<file path="src/rtl/psg_pkg.sv">
// Shared constants and types for the SN76489-style register-write receiver.
// Latch-byte field layout, channel/type codes and the stored latch record.
package psg_pkg;

    localparam int LATCH_BIT = 7;

    localparam logic [1:0] CH_TONE0 = 2'd0;
    localparam logic [1:0] CH_TONE1 = 2'd1;
    localparam logic [1:0] CH_TONE2 = 2'd2;
    localparam logic [1:0] CH_NOISE = 2'd3;

    localparam logic TYPE_TONE = 1'b0;
    localparam logic TYPE_VOL  = 1'b1;

    localparam logic [3:0] ATT_SILENT = 4'hF;

    typedef struct packed {
        logic [1:0] channel;
        logic       typ;
    } latch_t;

    // Latch byte layout: d[6:5] channel, d[4] type.
    function automatic latch_t decode_latch(input logic [7:0] b);
        latch_t l;
        l.channel = b[6:5];
        l.typ     = b[4];
        return l;
    endfunction

endpackage

</file>
<file path="src/rtl/psg_reg_rx_if.sv">
// Write-port bundle between the sound CPU write logic and the PSG receiver.
// The master drives the strobe, chip select, write and data; the PSG returns ready.
interface psg_reg_rx_if;
    logic       cen;
    logic       ce_n;
    logic       we_n;
    logic [7:0] d;
    logic       ready;

    modport master (output cen, output ce_n, output we_n, output d, input ready);
    modport slave  (input cen, input ce_n, input we_n, input d, output ready);
endinterface

</file>
<file path="src/rtl/psg_busy_timer.sv">
// Busy timer: ready drops on an accepted write and returns after BUSY_TICKS
// cen ticks, counted from the accept edge.
module psg_busy_timer #(
    parameter int BUSY_TICKS = 32
) (
    input  logic clk12m,
    input  logic reset,
    input  logic cen,
    input  logic accept,
    output logic ready
);

    localparam logic [7:0] LOAD = 8'(BUSY_TICKS - 1);

    logic [7:0] count_reg;

    always_ff @(posedge clk12m or posedge reset) begin
        if (reset) begin
            ready     <= 1'b1;
            count_reg <= 8'd0;
        end else if (accept) begin
            ready     <= 1'b0;
            count_reg <= LOAD;
        end else if (cen && !ready) begin
            // A zero count at a cen edge ends the busy period on that edge.
            if (count_reg == 8'd0) begin
                ready <= 1'b1;
            end else begin
                count_reg <= count_reg - 8'd1;
            end
        end
    end

endmodule

</file>
<file path="src/rtl/psg_reg_rx.sv">
// PSG register-write receiver: accepts bytes on the write port, decodes latch and
// data bytes into tone, attenuation and noise registers, and paces writes via ready.
module psg_reg_rx
    import psg_pkg::*;
#(
    parameter int BUSY_TICKS = 32
) (
    input  logic          clk12m,
    input  logic          reset,
    psg_reg_rx_if.slave   bus,
    output logic [9:0]    tone0,
    output logic [9:0]    tone1,
    output logic [9:0]    tone2,
    output logic [3:0]    att0,
    output logic [3:0]    att1,
    output logic [3:0]    att2,
    output logic [3:0]    att3,
    output logic [2:0]    noise_ctl,
    output logic          noise_rst
);

    logic       ready_int;
    logic       accept;
    logic       is_latch;
    latch_t     target;
    latch_t     latch_reg;
    logic [2:0] tone_hit;
    logic [3:0] att_hit;
    logic       noise_hit;

    logic [9:0] tone_reg [3];
    logic [3:0] att_reg  [4];
    logic [2:0] noise_ctl_reg;
    logic       noise_rst_reg;

    assign accept   = bus.cen && !bus.ce_n && !bus.we_n && ready_int;
    assign is_latch = bus.d[LATCH_BIT];
    // Data bytes reuse the stored latch; latch bytes address themselves.
    assign target   = is_latch ? decode_latch(bus.d) : latch_reg;

    always_comb begin
        tone_hit  = 3'b000;
        noise_hit = 1'b0;
        if (target.typ == TYPE_TONE) begin
            case (target.channel)
                CH_TONE0: tone_hit  = 3'b001;
                CH_TONE1: tone_hit  = 3'b010;
                CH_TONE2: tone_hit  = 3'b100;
                CH_NOISE: noise_hit = 1'b1;
                default:  tone_hit  = 3'b000;
            endcase
        end
    end

    generate
        for (genvar gi = 0; gi < 4; gi++) begin : g_att_hit
            assign att_hit[gi] = (target.typ == TYPE_VOL) && (target.channel == 2'(gi));
        end
    endgenerate

    psg_busy_timer #(
        .BUSY_TICKS (BUSY_TICKS)
    ) u_busy_timer (
        .clk12m (clk12m),
        .reset  (reset),
        .cen    (bus.cen),
        .accept (accept),
        .ready  (ready_int)
    );

    assign bus.ready = ready_int;

    always_ff @(posedge clk12m or posedge reset) begin
        if (reset) begin
            latch_reg.channel <= CH_TONE0;
            latch_reg.typ     <= TYPE_TONE;
            for (int i = 0; i < 3; i++) tone_reg[i] <= 10'd0;
            for (int i = 0; i < 4; i++) att_reg[i] <= ATT_SILENT;
            noise_ctl_reg <= 3'd0;
            noise_rst_reg <= 1'b0;
        end else begin
            noise_rst_reg <= 1'b0;
            if (accept) begin
                if (is_latch) begin
                    latch_reg <= target;
                end
                // Latch bytes carry the low tone nibble, data bytes the upper six bits.
                for (int i = 0; i < 3; i++) begin
                    if (tone_hit[i]) begin
                        if (is_latch) begin
                            tone_reg[i][3:0] <= bus.d[3:0];
                        end else begin
                            tone_reg[i][9:4] <= bus.d[5:0];
                        end
                    end
                end
                for (int i = 0; i < 4; i++) begin
                    if (att_hit[i]) begin
                        att_reg[i] <= bus.d[3:0];
                    end
                end
                if (noise_hit) begin
                    noise_ctl_reg <= bus.d[2:0];
                    noise_rst_reg <= 1'b1;
                end
            end
        end
    end

    assign tone0     = tone_reg[0];
    assign tone1     = tone_reg[1];
    assign tone2     = tone_reg[2];
    assign att0      = att_reg[0];
    assign att1      = att_reg[1];
    assign att2      = att_reg[2];
    assign att3      = att_reg[3];
    assign noise_ctl = noise_ctl_reg;
    assign noise_rst = noise_rst_reg;

endmodule

</file>
<file path="src/flat_wrapper.sv">
// flat-port wrapper written by rule: the top's interface ports become plain ports
module psg_reg_rx_flat import psg_pkg::*;
#(
    parameter int BUSY_TICKS = 32
)
  (clk12m, reset, tone0, tone1, tone2, att0, att1, att2, att3, noise_ctl, noise_rst, bus_cen, bus_ce_n, bus_we_n, bus_d, bus_ready);
  psg_reg_rx_if bus_i ();
  input  logic clk12m;
  input  logic reset;
  output logic [9:0] tone0;
  output logic [9:0] tone1;
  output logic [9:0] tone2;
  output logic [3:0] att0;
  output logic [3:0] att1;
  output logic [3:0] att2;
  output logic [3:0] att3;
  output logic [2:0] noise_ctl;
  output logic noise_rst;
  input wire logic [$bits(bus_i.cen)-1:0] bus_cen;
  input wire logic [$bits(bus_i.ce_n)-1:0] bus_ce_n;
  input wire logic [$bits(bus_i.we_n)-1:0] bus_we_n;
  input wire logic [$bits(bus_i.d)-1:0] bus_d;
  output wire logic [$bits(bus_i.ready)-1:0] bus_ready;
  assign bus_i.cen = bus_cen;
  assign bus_i.ce_n = bus_ce_n;
  assign bus_i.we_n = bus_we_n;
  assign bus_i.d = bus_d;
  assign bus_ready = bus_i.ready;
  psg_reg_rx #(.BUSY_TICKS(BUSY_TICKS)) u_core (.clk12m(clk12m), .reset(reset), .bus(bus_i), .tone0(tone0), .tone1(tone1), .tone2(tone2), .att0(att0), .att1(att1), .att2(att2), .att3(att3), .noise_ctl(noise_ctl), .noise_rst(noise_rst));
endmodule
</file>
<file path="config.mk">
export PLATFORM = sky130hd
export DESIGN_NAME = psg_reg_rx_flat
export DESIGN_NICKNAME = d
export VERILOG_FILES = /design/src/rtl/psg_pkg.sv /design/src/rtl/psg_reg_rx_if.sv /design/src/rtl/psg_busy_timer.sv /design/src/rtl/psg_reg_rx.sv /design/src/flat_wrapper.sv
export SDC_FILE = /design/constraint.sdc
export NUM_CORES = 1
export LEC_CHECK = 0
export BUFFER_PORTS_ARGS = -buffer_cell sky130_fd_sc_hd__clkbuf_2
export CAP_MARGIN = 20
export CORE_UTILIZATION = 37
export DETAILED_ROUTE_END_ITERATION = 8
export PLACE_DENSITY = 0.56
export SLEW_MARGIN = 10
export SYNTH_ARGS = -nofsm -noshare
export SYNTH_HDL_FRONTEND = slang
export SYNTH_HIERARCHICAL = 1
export SYNTH_SLANG_ARGS = --single-unit
</file>
<file path="constraint.sdc">
create_clock -name clk12m -period 2.6 [get_ports clk12m]
set_clock_uncertainty 0.2 [all_clocks]
set_input_delay 0.52 -clock clk12m [delete_from_list [all_inputs] [get_ports clk12m]]
set_output_delay 0.52 -clock clk12m [all_outputs]
set_load 0.01 [all_outputs]
</file>
### After elaboration in Yosys (flattened, before gate mapping)

Index checks and enable logic that the tools add are counted.

| word-level totals | value |
|---|---|
| register bits | 62 |
| input bits | 13 |
| output and inout port bits | 51 |
| logic and storage cells | 64 |

| operators by class | value |
|---|---|
| $add $sub $neg | 1 |
| equal/unequal tests | 4 |
| muxes and demuxes | 13 |
| bitwise operators | 1 |
| reduce and logical (&&, ||, !) cells | 29 |

Operator list:

| cell | count |
|---|---|
| 2-to-1 mux 8 bit | 3 |
| AND reduction 3 bit | 6 |
| AND reduction 2 bit | 8 |
| case mux 3 bit (3 select lines) | 1 |
| logical AND 1 bit | 8 |
| logical NOT 8 bit | 1 |
| subtractor 8 x 1 -> 8 bit (second input constant) | 1 |
| 2-to-1 mux 1 bit | 7 |
| 2-to-1 mux 3 bit | 2 |
| == test 2 bit (second input constant) | 2 |
| nonzero test 2 bit | 2 |
| logical NOT 1 bit | 3 |
| == test 2 x 1 -> 1 bit (second input constant) | 1 |
| logical NOT 2 bit | 1 |
| != test 2 x 1 -> 1 bit (second input constant) | 1 |
| inverter 1 bit | 1 |

### Depth between registers and ports, before layout

| depth | value |
|---|---|
| depth in word-level cells | 6 |
| mapped depth | 6 |
| depth with buffers taken out | 5 |

### By module

Netlist, hierarchy kept.

By module, submodules not included:

| module | times used | cells each | area an instance (um^2) |
|---|---|---|---|
| psg_reg_rx | 1 | 139 | 2208.4 |
| psg_busy_timer | 1 | 52 | 503.0 |

### Worst setup path after synthesis

No wires, ideal clock.

| timing path | value |
|---|---|
| path type | input port to flip-flop |
| start | input port bus_we_n |
| end | register u_core.u_busy_timer.count_reg[3] |
| data arrival time | 1680 ps |
| data required time | 2264 ps |
| setup slack | 583 ps |
| cell stages on the path | 5 |
| cell sequence | nand4bb_1 buf_2 inv_1 clkbuf_1 or3b_2 |

| on the way | value |
|---|---|
| longest elaborated chain between the ends | 5 |
| elaborated cells between the ends (all ways) | 7 |
| those cells by class | eq/ne (1); mux (1); reduce/logical (5) |

Ends and longest elaborated chain:

| what | line | source |
|---|---|---|
| start, declared | flat_wrapper.sv:21 | `input wire logic [$bits(bus_i.we_n)-1:0] bus_we_n;` |
| logical NOT 1 bit (*) | psg_reg_rx.sv:36 | `assign accept = bus.cen && !bus.ce_n && !bus.we_n && ready_int;` |
| logical AND 1 bit (*) (2 in series) | psg_reg_rx.sv:36 |  |
| via u_core.accept | psg_reg_rx.sv:23 | `logic accept;` |
| != test 2 x 1 -> 1 bit (no line) or nonzero test 2 bit (tied branches) | - |  |
| AND reduction 2 bit (no line) | - |  |
| end signal, assigned | psg_busy_timer.sv:29 | `count_reg <= count_reg - 8'd1;` |
| end, declared | psg_busy_timer.sv:15 | `logic [7:0] count_reg;` |

The timed path passes the listed nets; every way through them passes the cells marked *.
A chain may end at the register's enable or synchronous reset.

### Worst setup path in the final report

| timing path | value |
|---|---|
| start | register u_core.u_busy_timer.ready |
| end | register u_core.tone_reg (netlist bit u_core/tone0[6]) |

| on the way | value |
|---|---|
| longest elaborated chain between the ends | 2 |

Ends and longest elaborated chain:

| what | line | source |
|---|---|---|
| start, declared | psg_busy_timer.sv:10 | `output logic ready` |
| start signal, assigned | psg_busy_timer.sv:19 | `ready <= 1'b1;` |
| start signal, assigned | psg_busy_timer.sv:22 | `ready <= 1'b0;` |
| start signal, assigned | psg_busy_timer.sv:27 | `ready <= 1'b1;` |
| logical AND 1 bit | psg_reg_rx.sv:36 |  |
| AND reduction 3 bit (no line) | - |  |
| end signal, assigned by index | psg_reg_rx.sv:91 | `tone_reg[i][3:0] <= bus.d[3:0];` |
| end signal, assigned by index | psg_reg_rx.sv:93 | `tone_reg[i][9:4] <= bus.d[5:0];` |
| end, declared | psg_reg_rx.sv:31 | `logic [9:0] tone_reg [3];` |

Every way passes these cells.

==> load_flow_metrics.sql <==
INSERT INTO impl_metrics (metric_group, metric, value, unit) VALUES
('routing', 'antenna_violating_nets_post_route', '0', ''),
('logic_synthesis', 'synthFlopType', 'dfrtp_1', ''),
('hold_path', 'hold_path_class', 'primary input to flop', ''),
('floorplanning', 'top_level_ports', '64', ''),
('routing', 'routed_wire_length_per_instance', '16.1', 'um'),
('sta', 'totalNegativeSetupSlack', '0', 'ps'),
('sta', 'setup_viol_count_final', '0', ''),
('setup_path', 'reg2regPathDepth', '4', ''),
('sta', 'setup_repair_after_global_routing_missed_its_margin', 'no', ''),
('logic_synthesis', 'post_synth_instance_area', '2710', 'um2'),
('setup_path', 'setup.worst_path.class', 'flop to flop', ''),
('routing', 'detailedRoute.firstPassIterationCount', '4', ''),
('setup_path', 'worstPathMaxFanout', '10', ''),
('setup_path', 'timing.critical_path.required', '2610', 'ps'),
('global_route', 'grt_remaining_overflow', '0', ''),
('layout', 'diodes', '0', ''),
('sta', 'min_period', '2060', 'ps'),
('layout', 'area_delta_synth_final', '24.1', '%'),
('setup_path', 'end_kind', 'flop', ''),
('global_route', 'first_pass_grt_wire_length', '9370', 'um'),
('sta', 'period_share', '79.3', '%'),
('clocking', 'clock_latency', '330', 'ps'),
('logic_synthesis', 'postSynthAreaPerCell', '14.2', 'um2'),
('logic_synthesis', 'synthesis.yosys.warnings', '6', ''),
('routing', 'finalWirelength', '5880', 'um'),
('floorplanning', 'die_x', '87.6', 'um'),
('routing', 'drt_first_iter_violations', '114', ''),
('setup_path', 'crit_path_top_delay_cell', 'dfstp_2', ''),
('hold_path', 'timing.hold.worst_endpoint', 'u_core/u_busy_timer/ready$_DFFE_PP1P_', ''),
('global_route', 'first_global_vias', '1829', ''),
('setup_path', 'destination_of_the_worst_register_to_register_timing_path', 'u_core/tone0[6]$_DFFE_PP0P_', ''),
('sta', 'maxClockFrequency', '0.485', 'GHz'),
('sta', 'slew_violations', '0', ''),
('layout', 'nets', '278', ''),
('pwr', 'power.static_leakage', '1.64', 'nW'),
('place', 'io_buffers', '63', ''),
('pwr', 'p_per_area', '861', 'nW/um2'),
('clocking', 'cts_made_buffers', '9', ''),
('clocking', 'clock_tree_from_tritoncts', 'done', ''),
('floorplanning', 'floorplan.core_area', '6940', 'um2'),
('logic_synthesis', 'synth.yosys.seq_area_share', '58.0', '%'),
('floorplanning', 'row_count', '30', ''),
('clocking', 'clock_tree.root_cell', 'clkbuf_8', ''),
('routing', 'route.detailed.vias_per_inst', '5.01', ''),
('status', 'outcome', 'complete, no violations', ''),
('global_route', 'grt_antenna_before_repair', '0', ''),
('sta', 'hold-worst-slack', '296', 'ps'),
('sta', 'worst-slew-pin-transition', '650', 'ps'),
('setup_path', 'timing.critical_path.cells', 'nand4bb_1, buf_4, nor4b_4, mux2_2', ''),
('clocking', 'ctsHtreeMaxLevel', '3', ''),
('clocking', 'cts_buffer_depth', '2', ''),
('logic_synthesis', 'number_of_cells_produced_by_synthesis', '191', ''),
('floorplanning', 'fp.dieArea', '7670', 'um2'),
('sta', 'timing.slew.headroom', '56.7', '%'),
('sta', 'hold_viol', '0', ''),
('logic_synthesis', 'synth-edff-count', '0', ''),
('floorplanning', 'floorplan.initialDensity', '39.0', '%'),
('floorplanning', 'die_h', '87.6', 'um'),
('setup_path', 'critical_path.startpoint_type', 'flop', ''),
('clocking', 'clkSinkCount', '62', ''),
('routing', 'drcViolationCount', '0', ''),
('setup_path', 'cp-startpoint', 'u_core/u_busy_timer/ready$_DFFE_PP1P_', ''),
('hold_path', 'holdPathStages', '3', ''),
('setup_path', 'rrSetupSlack', '540', 'ps'),
('logic_synthesis', 'synth_fp_nets', '205', ''),
('setup_path', 'cell_family_contributing_the_most_delay_on_the_critical_path', 'flip-flops', ''),
('clocking', 'postCtsSetupRepairBufs', '0', ''),
('clocking', 'cts_resized', '0', ''),
('setup_path', 'rr_startpoint', 'u_core/u_busy_timer/ready$_DFFE_PP1P_', ''),
('run', 'cap_viol_max_count', '0', ''),
('setup_path', 'critPathMaxStageDelay', '580', 'ps');
## worst max-delay path by stage
stage / slack [ps] / endpoint / cells after the start
finish: 540 / u_core/tone0[6]$_DFFE_PP0P_ / 4
global route: 420 / u_core/tone0[6]$_DFFE_PP0P_ / 4
CTS: 500 / u_core/tone0[8]$_DFFE_PP0P_ / 4
detailed placement: 420 / u_core/att2[2]$_DFFE_PP1P_ / 4
global placement: 440 / u_core/tone0[4]$_DFFE_PP0P_ / 5
floorplan: 580 / u_core/u_busy_timer/count_reg[3]$_DFFE_PP0P_ / 5
## power by group
group	switching (mW)	internal, mW	leakage [nW]
sequential	0.180	1.20	0.780
combinational	0.325	0.346	0.757
clock	0.358	0.491	0.106
total	0.863	2.04	1.64
## cells by family after synthesis
logic type / synth area share [%]
compound gates: 4.75
fa+ha+maj: 0.461
buf+inv: 2.45
flops: 58.0
mux: 23.9
simple gates: 10.5
## worst reg2reg max path, cell delays in order, from the launching register on
cell and delay (ps):
dfstp_2 580, nand4bb_1 110, buf_4 210, nor4b_4 460
mux2_2 390
## final cells by class
| cell class | instances | area, um2 |
|---|---|---|
| clock inverters | 4 | 45.0 |
| flip-flops and latches | 62 | 1570 |
| multi-input cells | 114 | 1070 |
| clock buffers | 12 | 155 |
| well taps | 96 | 120 |
| repair buffers | 71 | 378 |
| inverters | 6 | 22.5 |
| fillers | 636 | 3580 |
## cells in the final DEF (no fill, tap or decap), drive strengths merged, types with 3 or more instances in the layout
cell / count
a21oi: 5
or4: 3
nor3b: 3
mux2: 53
o21ai: 3
clkinv: 3
nand3b: 4
clkbuf: 75
nor2: 8
or3b: 3
nor2b: 3
inv: 6
mux2i: 5
a211oi: 4
dfstp: 17
nor3: 4
dfrtp: 45
buf: 7
## timing repair
action | CTS | global route
hold buffers | 1 | 0
endpoints found under the hold margin | 8 | 0
endpoints found under the setup margin | 0 | 0
## synthesized netlist by cell type, types with 3 or more instances
cell / n / area (um2)
inv_1: 6 / 22.5
mux2i_1: 5 / 50.1
a211oi_2: 4 / 50.1
mux2_2: 50 / 563
nand3b_1: 4 / 30.0
nor2_1: 8 / 30.0
nor2b_1: 3 / 18.8
a21oi_1: 5 / 25.0
clkbuf_1: 5 / 18.8
o21ai_0: 3 / 15.0
mux2_1: 3 / 33.8
nor3_1: 3 / 15.0
dfrtp_1: 45 / 1130
dfstp_2: 17 / 447
## per-stage QoR
step | total power [mW] | area, um2 | instances | utilization [%] | setup slack, ps
2_1_floorplan | 1.81 | 2710 | 191 | - | 583
3_3_place_gp | 2.05 | 3160 | 348 | 45.4 | 441
3_5_place_dp | 2.07 | 3160 | 348 | 45.4 | 419
4_1_cts | 2.93 | 3370 | 365 | 48.5 | 500
5_1_grt | 3.07 | 3370 | 365 | 48.5 | 419
6_report | 2.90 | 3370 | 365 | 48.5 | 539
## routing by layer
layer	part of all wire [%]	GRT usage, %
met1	48	22.4
met3	4.1	3.68
met4	1.4	7.45
met5	0	0
met2	47	25.2
Power figures use the tool's default switching activity.
